`src/rtl/multicycle_ctrl_pkg.sv`:
```
// Shared encodings for the multi-cycle control path: FSM states, instruction
// classes, opcode/funct fields, ALU operation codes and next-PC selects.
package multicycle_ctrl_pkg;

  typedef enum logic [3:0] {
    ST_FETCH   = 4'd0,
    ST_DECODE  = 4'd1,
    ST_EXEC_R  = 4'd2,
    ST_EXEC_I  = 4'd3,
    ST_ALU_WB  = 4'd4,
    ST_MEM_ADR = 4'd5,
    ST_MEM_RD  = 4'd6,
    ST_MEM_WB  = 4'd7,
    ST_MEM_WR  = 4'd8,
    ST_BRANCH  = 4'd9,
    ST_JUMP    = 4'd10
  } state_e;

  typedef enum logic [2:0] {
    CLS_R    = 3'd0,
    CLS_ADDI = 3'd1,
    CLS_LW   = 3'd2,
    CLS_SW   = 3'd3,
    CLS_BEQ  = 3'd4,
    CLS_J    = 3'd5
  } insn_class_e;

  localparam logic [5:0] OP_RTYPE = 6'h00;
  localparam logic [5:0] OP_J     = 6'h02;
  localparam logic [5:0] OP_BEQ   = 6'h04;
  localparam logic [5:0] OP_ADDI  = 6'h08;
  localparam logic [5:0] OP_LW    = 6'h23;
  localparam logic [5:0] OP_SW    = 6'h2B;

  localparam logic [5:0] FUNCT_ADD = 6'h20;
  localparam logic [5:0] FUNCT_SUB = 6'h22;
  localparam logic [5:0] FUNCT_AND = 6'h24;
  localparam logic [5:0] FUNCT_OR  = 6'h25;
  localparam logic [5:0] FUNCT_SLT = 6'h2A;

  localparam logic [3:0] ALU_NOP = 4'd0;
  localparam logic [3:0] ALU_ADD = 4'd1;
  localparam logic [3:0] ALU_SUB = 4'd2;
  localparam logic [3:0] ALU_AND = 4'd3;
  localparam logic [3:0] ALU_OR  = 4'd4;
  localparam logic [3:0] ALU_SLT = 4'd5;

  localparam logic [1:0] NPC_PLUS4  = 2'b00;
  localparam logic [1:0] NPC_BRANCH = 2'b01;
  localparam logic [1:0] NPC_JUMP   = 2'b10;

endpackage

```
`src/rtl/multicycle_ctrl_insn_class_dec.sv`:
```
// Combinational op/funct decoder: instruction class, R-type ALU operation and
// an illegal flag for any encoding outside the supported subset.
module insn_class_dec
  import multicycle_ctrl_pkg::*;
(
  input  logic [5:0] op,
  input  logic [5:0] funct,
  output logic [2:0] cls,
  output logic [3:0] alu_op,
  output logic       illegal
);

  // NOTE: every output gets a default first so no path through the case infers a latch.
  always_comb begin
    cls     = CLS_R;
    alu_op  = ALU_NOP;
    illegal = 1'b0;
    case (op)
      OP_RTYPE: begin
        case (funct)
          FUNCT_ADD: alu_op = ALU_ADD;
          FUNCT_SUB: alu_op = ALU_SUB;
          FUNCT_AND: alu_op = ALU_AND;
          FUNCT_OR:  alu_op = ALU_OR;
          FUNCT_SLT: alu_op = ALU_SLT;
          default:   illegal = 1'b1;
        endcase
      end
      OP_ADDI: cls = CLS_ADDI;
      OP_LW:   cls = CLS_LW;
      OP_SW:   cls = CLS_SW;
      OP_BEQ:  cls = CLS_BEQ;
      OP_J:    cls = CLS_J;
      default: illegal = 1'b1;
    endcase
  end

endmodule

```
`src/rtl/multicycle_ctrl.sv`:
```
// Multi-cycle CPU control FSM: sequences fetch/decode/execute/memory/write-back,
// drives all datapath strobes and next-PC select, and stalls on mem_ready.
module multicycle_ctrl
  import multicycle_ctrl_pkg::*;
#(
  parameter int MEM_TIMEOUT = 255
) (
  input  logic       clk,
  input  logic       rstn,
  input  logic [5:0] op,
  input  logic [5:0] funct,
  input  logic       zero,
  input  logic       mem_ready,
  output logic       mem_read,
  output logic       mem_write,
  output logic       pc_write,
  output logic [1:0] npc_op,
  output logic       ir_write,
  output logic       reg_write,
  output logic       rf_dst,
  output logic       wd_sel,
  output logic       alu_srcb,
  output logic [3:0] alu_op,
  output logic       instr_done,
  output logic       illegal,
  output logic       timeout
);

  localparam int CW = ($clog2(MEM_TIMEOUT + 1) > 8) ? $clog2(MEM_TIMEOUT + 1) : 8;

  state_e      state;
  insn_class_e cls;
  logic [3:0]  r_alu_op;
  logic [CW-1:0] wait_cnt;

  logic [2:0] dec_cls;
  logic [3:0] dec_alu_op;
  logic       dec_illegal;
  logic       waiting;
  logic       expired;

  insn_class_dec u_dec (
    .op      (op),
    .funct   (funct),
    .cls     (dec_cls),
    .alu_op  (dec_alu_op),
    .illegal (dec_illegal)
  );

  assign waiting = (state == ST_FETCH) || (state == ST_MEM_RD) || (state == ST_MEM_WR);
  // mem_ready in the final wait cycle wins over the timeout.
  assign expired = waiting && !mem_ready && (wait_cnt == CW'(MEM_TIMEOUT - 1));

  // NOTE: sequential state uses non-blocking assignments so every register samples pre-edge values.
  always_ff @(posedge clk) begin
    if (!rstn) begin
      state    <= ST_FETCH;
      wait_cnt <= '0;
      cls      <= CLS_R;
      r_alu_op <= ALU_NOP;
    end else begin
      if (waiting && !mem_ready && !expired) wait_cnt <= wait_cnt + CW'(1);
      else                                   wait_cnt <= '0;

      case (state)
        ST_FETCH:   if (mem_ready) state <= ST_DECODE;
        ST_DECODE: begin
          cls      <= insn_class_e'(dec_cls);
          r_alu_op <= dec_alu_op;
          if (dec_illegal) state <= ST_FETCH;
          else begin
            case (insn_class_e'(dec_cls))
              CLS_R:          state <= ST_EXEC_R;
              CLS_ADDI:       state <= ST_EXEC_I;
              CLS_LW, CLS_SW: state <= ST_MEM_ADR;
              CLS_BEQ:        state <= ST_BRANCH;
              CLS_J:          state <= ST_JUMP;
              default:        state <= ST_FETCH;
            endcase
          end
        end
        ST_EXEC_R, ST_EXEC_I: state <= ST_ALU_WB;
        ST_MEM_ADR: state <= (cls == CLS_LW) ? ST_MEM_RD : ST_MEM_WR;
        ST_MEM_RD: begin
          if (mem_ready)    state <= ST_MEM_WB;
          else if (expired) state <= ST_FETCH;
        end
        ST_MEM_WR:  if (mem_ready || expired) state <= ST_FETCH;
        default:    state <= ST_FETCH;
      endcase
    end
  end

  always_comb begin
    mem_read   = 1'b0;
    mem_write  = 1'b0;
    pc_write   = 1'b0;
    npc_op     = NPC_PLUS4;
    ir_write   = 1'b0;
    reg_write  = 1'b0;
    rf_dst     = 1'b0;
    wd_sel     = 1'b0;
    alu_srcb   = 1'b0;
    alu_op     = ALU_NOP;
    instr_done = 1'b0;
    illegal    = 1'b0;
    timeout    = 1'b0;
    if (rstn) begin
      case (state)
        ST_FETCH: begin
          mem_read = 1'b1;
          ir_write = mem_ready;
          pc_write = mem_ready;
          timeout  = expired;
        end
        ST_DECODE:  illegal = dec_illegal;
        ST_EXEC_R:  alu_op = r_alu_op;
        ST_EXEC_I, ST_MEM_ADR: begin
          alu_op   = ALU_ADD;
          alu_srcb = 1'b1;
        end
        ST_ALU_WB: begin
          reg_write  = 1'b1;
          rf_dst     = (cls == CLS_R);
          instr_done = 1'b1;
        end
        ST_MEM_RD: begin
          mem_read = 1'b1;
          timeout  = expired;
        end
        ST_MEM_WB: begin
          reg_write  = 1'b1;
          wd_sel     = 1'b1;
          instr_done = 1'b1;
        end
        ST_MEM_WR: begin
          mem_write  = 1'b1;
          instr_done = mem_ready;
          timeout    = expired;
        end
        ST_BRANCH: begin
          alu_op     = ALU_SUB;
          npc_op     = NPC_BRANCH;
          pc_write   = zero;
          instr_done = 1'b1;
        end
        ST_JUMP: begin
          npc_op     = NPC_JUMP;
          pc_write   = 1'b1;
          instr_done = 1'b1;
        end
        default: ;
      endcase
    end
  end

endmodule

```
`config.mk`:
```
export PLATFORM = sky130hd
export DESIGN_NAME = multicycle_ctrl
export DESIGN_NICKNAME = d
export VERILOG_FILES = /design/src/rtl/multicycle_ctrl_pkg.sv /design/src/rtl/multicycle_ctrl_insn_class_dec.sv /design/src/rtl/multicycle_ctrl.sv
export SDC_FILE = /design/constraint.sdc
export NUM_CORES = 1
export LEC_CHECK = 0
export ABC_CLOCK_PERIOD_IN_PS = 3200
export CORE_ASPECT_RATIO = 1.25
export CORE_MARGIN = 1.5
export CORE_UTILIZATION = 45
export DETAILED_ROUTE_END_ITERATION = 7
export HOLD_SLACK_MARGIN = 0.08
export PLACE_DENSITY = 0.84
export SLEW_MARGIN = 20
export SYNTH_ARGS = -nofsm -noshare
export SYNTH_HDL_FRONTEND = slang
export SYNTH_SLANG_ARGS = --single-unit
```
`constraint.sdc`:
```
create_clock -name clk -period 3.2 [get_ports clk]
set_input_delay 0.96 -clock clk [delete_from_list [all_inputs] [get_ports clk]]
set_output_delay 0.96 -clock clk [all_outputs]
set_load 0.02 [all_outputs]
```
==> impl_metrics.ini <==
[run_status]
outcome = finished clean

[drt]
ant_nets = 0
detailedRoute.firstIterationViolations = 66
remaining_drc_errors = 0
num_vias = 1529
vias_per_cell = 5.81
totalWireLength_um = 3890
routed_wire_length_per_instance_um = 14.8
drt_first_pass_iters = 4

[timing]
finalMaxSlewViolations = 0
clock.fmax_ghz = 0.316
setup_viol_count_final = 0
post-route-period-util_pct = 98.8
worst_hold_slack_ns = 0.456
final_period_minus_worst_setup_slack_ns = 3.16
report.final.hold_viol_count = 0
clock_skew_ns = 0.00166
tightestPinTransition_ns = 0.518
timing.max_slew.rel_slack_pct = 65.4

[critical_path]
worst-endpoint-required_ns = 2.24
cp-start-kind = primary input
worst_path_dominant_cell_family = buffers and inverters
crit_path_end_kind = output pin
path_class = primary input to output pin
worst-path-buf-inv = 2
crit_slowest_cell = sky130_fd_sc_hd__clkdlybuf4s50_1
worst_ep_arrival_time_ns = 2.20
slowest_delay_ns = 0.43
critical_path_cell_by_cell = clkdlybuf4s50_1 -> nand2b_1 -> nand4b_1 -> a31o_2 -> o211a_1 -> buf_6
critical_path_peak_fanout = 2

[logic_synthesis]
synthDistinctLibCells = 51
synth_edf_count = 0
synth_sequential_area_ratio_pct = 27.0
dominant_combinational_cell_family_by_area_after_synthesis = simple AND/OR/NAND/NOR gates
yosys_most_used_dff = sky130_fd_sc_hd__dfxtp_1
synth.largest_area_cell = sky130_fd_sc_hd__dfxtp_1
synth_compound_gate_area_share_pct = 17.5
asyncSetResetFlopFracSynth_pct = 0
synthTopCellsByCount = 29 x sky130_fd_sc_hd__nor2_1, 18 x sky130_fd_sc_hd__dfxtp_1, 11 x sky130_fd_sc_hd__nand2_1, 9 x sky130_fd_sc_hd__nand3_1, 8 x sky130_fd_sc_hd__clkbuf_1
synth.ff_latch_count = 18
yosys.area_share.simple_pct = 40.1
mapped_nets = 194
synth_area_leaders = sky130_fd_sc_hd__dfxtp_1 27%, sky130_fd_sc_hd__nor2_1 8.2%, sky130_fd_sc_hd__xor2_1 4.6%, sky130_fd_sc_hd__nand3_1 3.4%, sky130_fd_sc_hd__nand2_1 3.1%
synth_top_area_share_pct = 27.0
ys.warnings.count = 0
synth.most_common_cell = sky130_fd_sc_hd__nor2_1
synthesis.instances = 176
synthesized_area_fraction_occupied_by_xor_and_xnor_cells_pct = 6.57
syn_avg_cell_area_sq_um = 7.58
syn_area_sq_um = 1330
synth_mux_area_share_pct = 0.750
synthAdderAreaFrac_pct = 1.88

[pwr]
netSwitchingPower_w = 0.000163
internal_power_w = 0.000375
power.combinational.fraction_pct = 29.6
seqPwrFrac_pct = 44.0
power_leakage_nw = 0.883
vdd_ir_drop_max_mv = 0.144
power.density_cell_area_nw_per_um2 = 277
clock_power_share_pct = 26.4
switching_share_pct = 30.3

[placed_design]
placement.cell_area_sq_um = 1840
detailedPlacementHpwl_um = 2850
placement.io_buffers = 31
gp_congestion = 0.905

[floorplan]
core_region_area_sq_um = 2760
die_width_um = 51.7
die_area_sq_um = 3300
floorplan.io_pins = 33
initial_utilization_pct = 48.3
dieHeight_um = 63.9
floorplan.rows = 21

[min_path]
timing.hold.worst.class = register to register

[clocking]
max-clock-path-buffers = 2
clock_slew_seen_by_the_registers_of_the_worst_setup_and_hold_paths_ns = 0.10
cts_tree = yes
htreeDepth = 1
cts_root_buffer = sky130_fd_sc_hd__clkbuf_4
clock_buffer_count_from_cts = 3
number_of_sinks_handled_by_clock_tree_synthesis = 18
clock_latency_ns = 0.30

[final_layout]
area_growth_pct = 45.6
fillerInstances = 225
stdcell_area_sq_um = 1940
fin_util_pct = 70.4
final_net_count = 248
drive_above_1_share_pct = 24.0
insertedDiodeCount = 0

[grt]
first_global_vias = 1434
grt_start_max_net_pins = 17
grtUsageTotal_pct = 24.0
grt_first_pass_wirelength_um = 6100
gr-total-overflow = 0
antenna_violations_before_repair = 0

[flow_run]
max_cap_violations = 0
## sequential cells by signal, indices dropped and copies added, names as in the netlist
name and flops:
r_alu_op 3, wait_cnt 8, cls 3, state 4
## worst register-to-register path: stages, from the launching register on
cell                       delay (ns)
sky130_fd_sc_hd__dfxtp_1         0.46
sky130_fd_sc_hd__buf_4           0.23
sky130_fd_sc_hd__or4b_4          0.62
sky130_fd_sc_hd__a211oi_2        0.22
sky130_fd_sc_hd__nor2_1          0.07
sky130_fd_sc_hd__nor3_2          0.19
## power groups by stage
stage	clock (W)	combinational [W]	sequential, W
after global placement	0	0.000146	0.000241
after CTS	0.000143	0.000154	0.000236
after global routing	0.000150	0.000170	0.000238
after floorplan	0	0.0000809	0.000237
after detailed placement	0	0.000152	0.000241
final	0.000142	0.000159	0.000236
## timing repair
item                                    CTS  global route
pin swaps                                 0             7
setup buffers                             0             1
hold buffers                              0             0
hold endpoints to repair                  0             0
gates resized for setup                  39            24
endpoints found under the setup margin   16             8
## final timing paths
check	startpoint	to	slack [ns]	cells past startpoint
max	funct[0]	illegal	0.04	6
min reg2reg	r_alu_op[2]$_SDFFE_PN0P_	r_alu_op[2]$_SDFFE_PN0P_	0.46	2
min	r_alu_op[2]$_SDFFE_PN0P_	r_alu_op[2]$_SDFFE_PN0P_	0.46	2
max reg2reg	state[1]$_SDFFE_PN0P_	state[0]$_SDFFE_PN0P_	1.34	5
## area by class of cell
| cell class | instances | area [sq um] | share of cell area, % |
|---|---|---|---|
| clock buffer | 4 | 36.3 | 1.87 |
| inverter | 5 | 18.8 | 0.966 |
| multi-input combinational | 142 | 951 | 49.0 |
| sequential | 18 | 360 | 18.6 |
| tap | 34 | 42.5 | 2.19 |
| timing repair buffer | 60 | 533 | 27.4 |
## layer usage
metal	wire, um	track usage [%]	vias up
met1	1480	26.0	707
met5	0	0	-
met2	2040	44.4	62
met4	127	10.5	0
li1	-	-	747
met3	238	3.50	13
## cell usage in the layout (no fill, tap or decap), drive strengths merged, types with 2 or more instances in the layout
cell,netlist,final
dlygate4sd2,0,8
a32oi,2,2
ha,2,2
nand2b,6,6
xor2,7,7
or3b,2,2
clkbuf,8,7
nand3,10,10
and4,3,3
a211oi,5,5
nor4bb,2,2
nand3b,5,5
xnor2,3,3
o211a,2,2
buf,3,31
o211ai,2,2
and3,3,3
nor2b,3,3
nor2,29,29
clkdlybuf4s50,0,4
or2,2,2
inv,4,4
nor4,3,3
a21oi,7,7
nand2,11,11
clkdlybuf4s15,0,4
nand4,2,2
a31oi,2,2
o21ai,5,5
dlymetal6s2s,0,10
dfxtp,18,18
nor3,7,7
## kinds of logic after synthesis
kind of cell,after synthesis
AO/OA/AOI/OAI,33
XOR/XNOR,10
adder cells (fa/ha/maj),2
buffers and inverters,16
flip-flops,18
multiplexers,1
other,1
AND/OR/NAND/NOR,95
## stage by stage
step           setup slack [ns]  TNS, ns  cells  total power, W
6_report                 0.0381        0    263        0.000537
5_1_grt                 -0.0108  -0.0108    263        0.000557
4_1_cts                  -0.226   -0.226    262        0.000533
3_5_place_dp             -0.745    -4.45    258        0.000393
3_3_place_gp             -0.724    -3.92    258        0.000387
2_1_floorplan             0.210        0    176        0.000318
(Power assumes the default switching activity.)
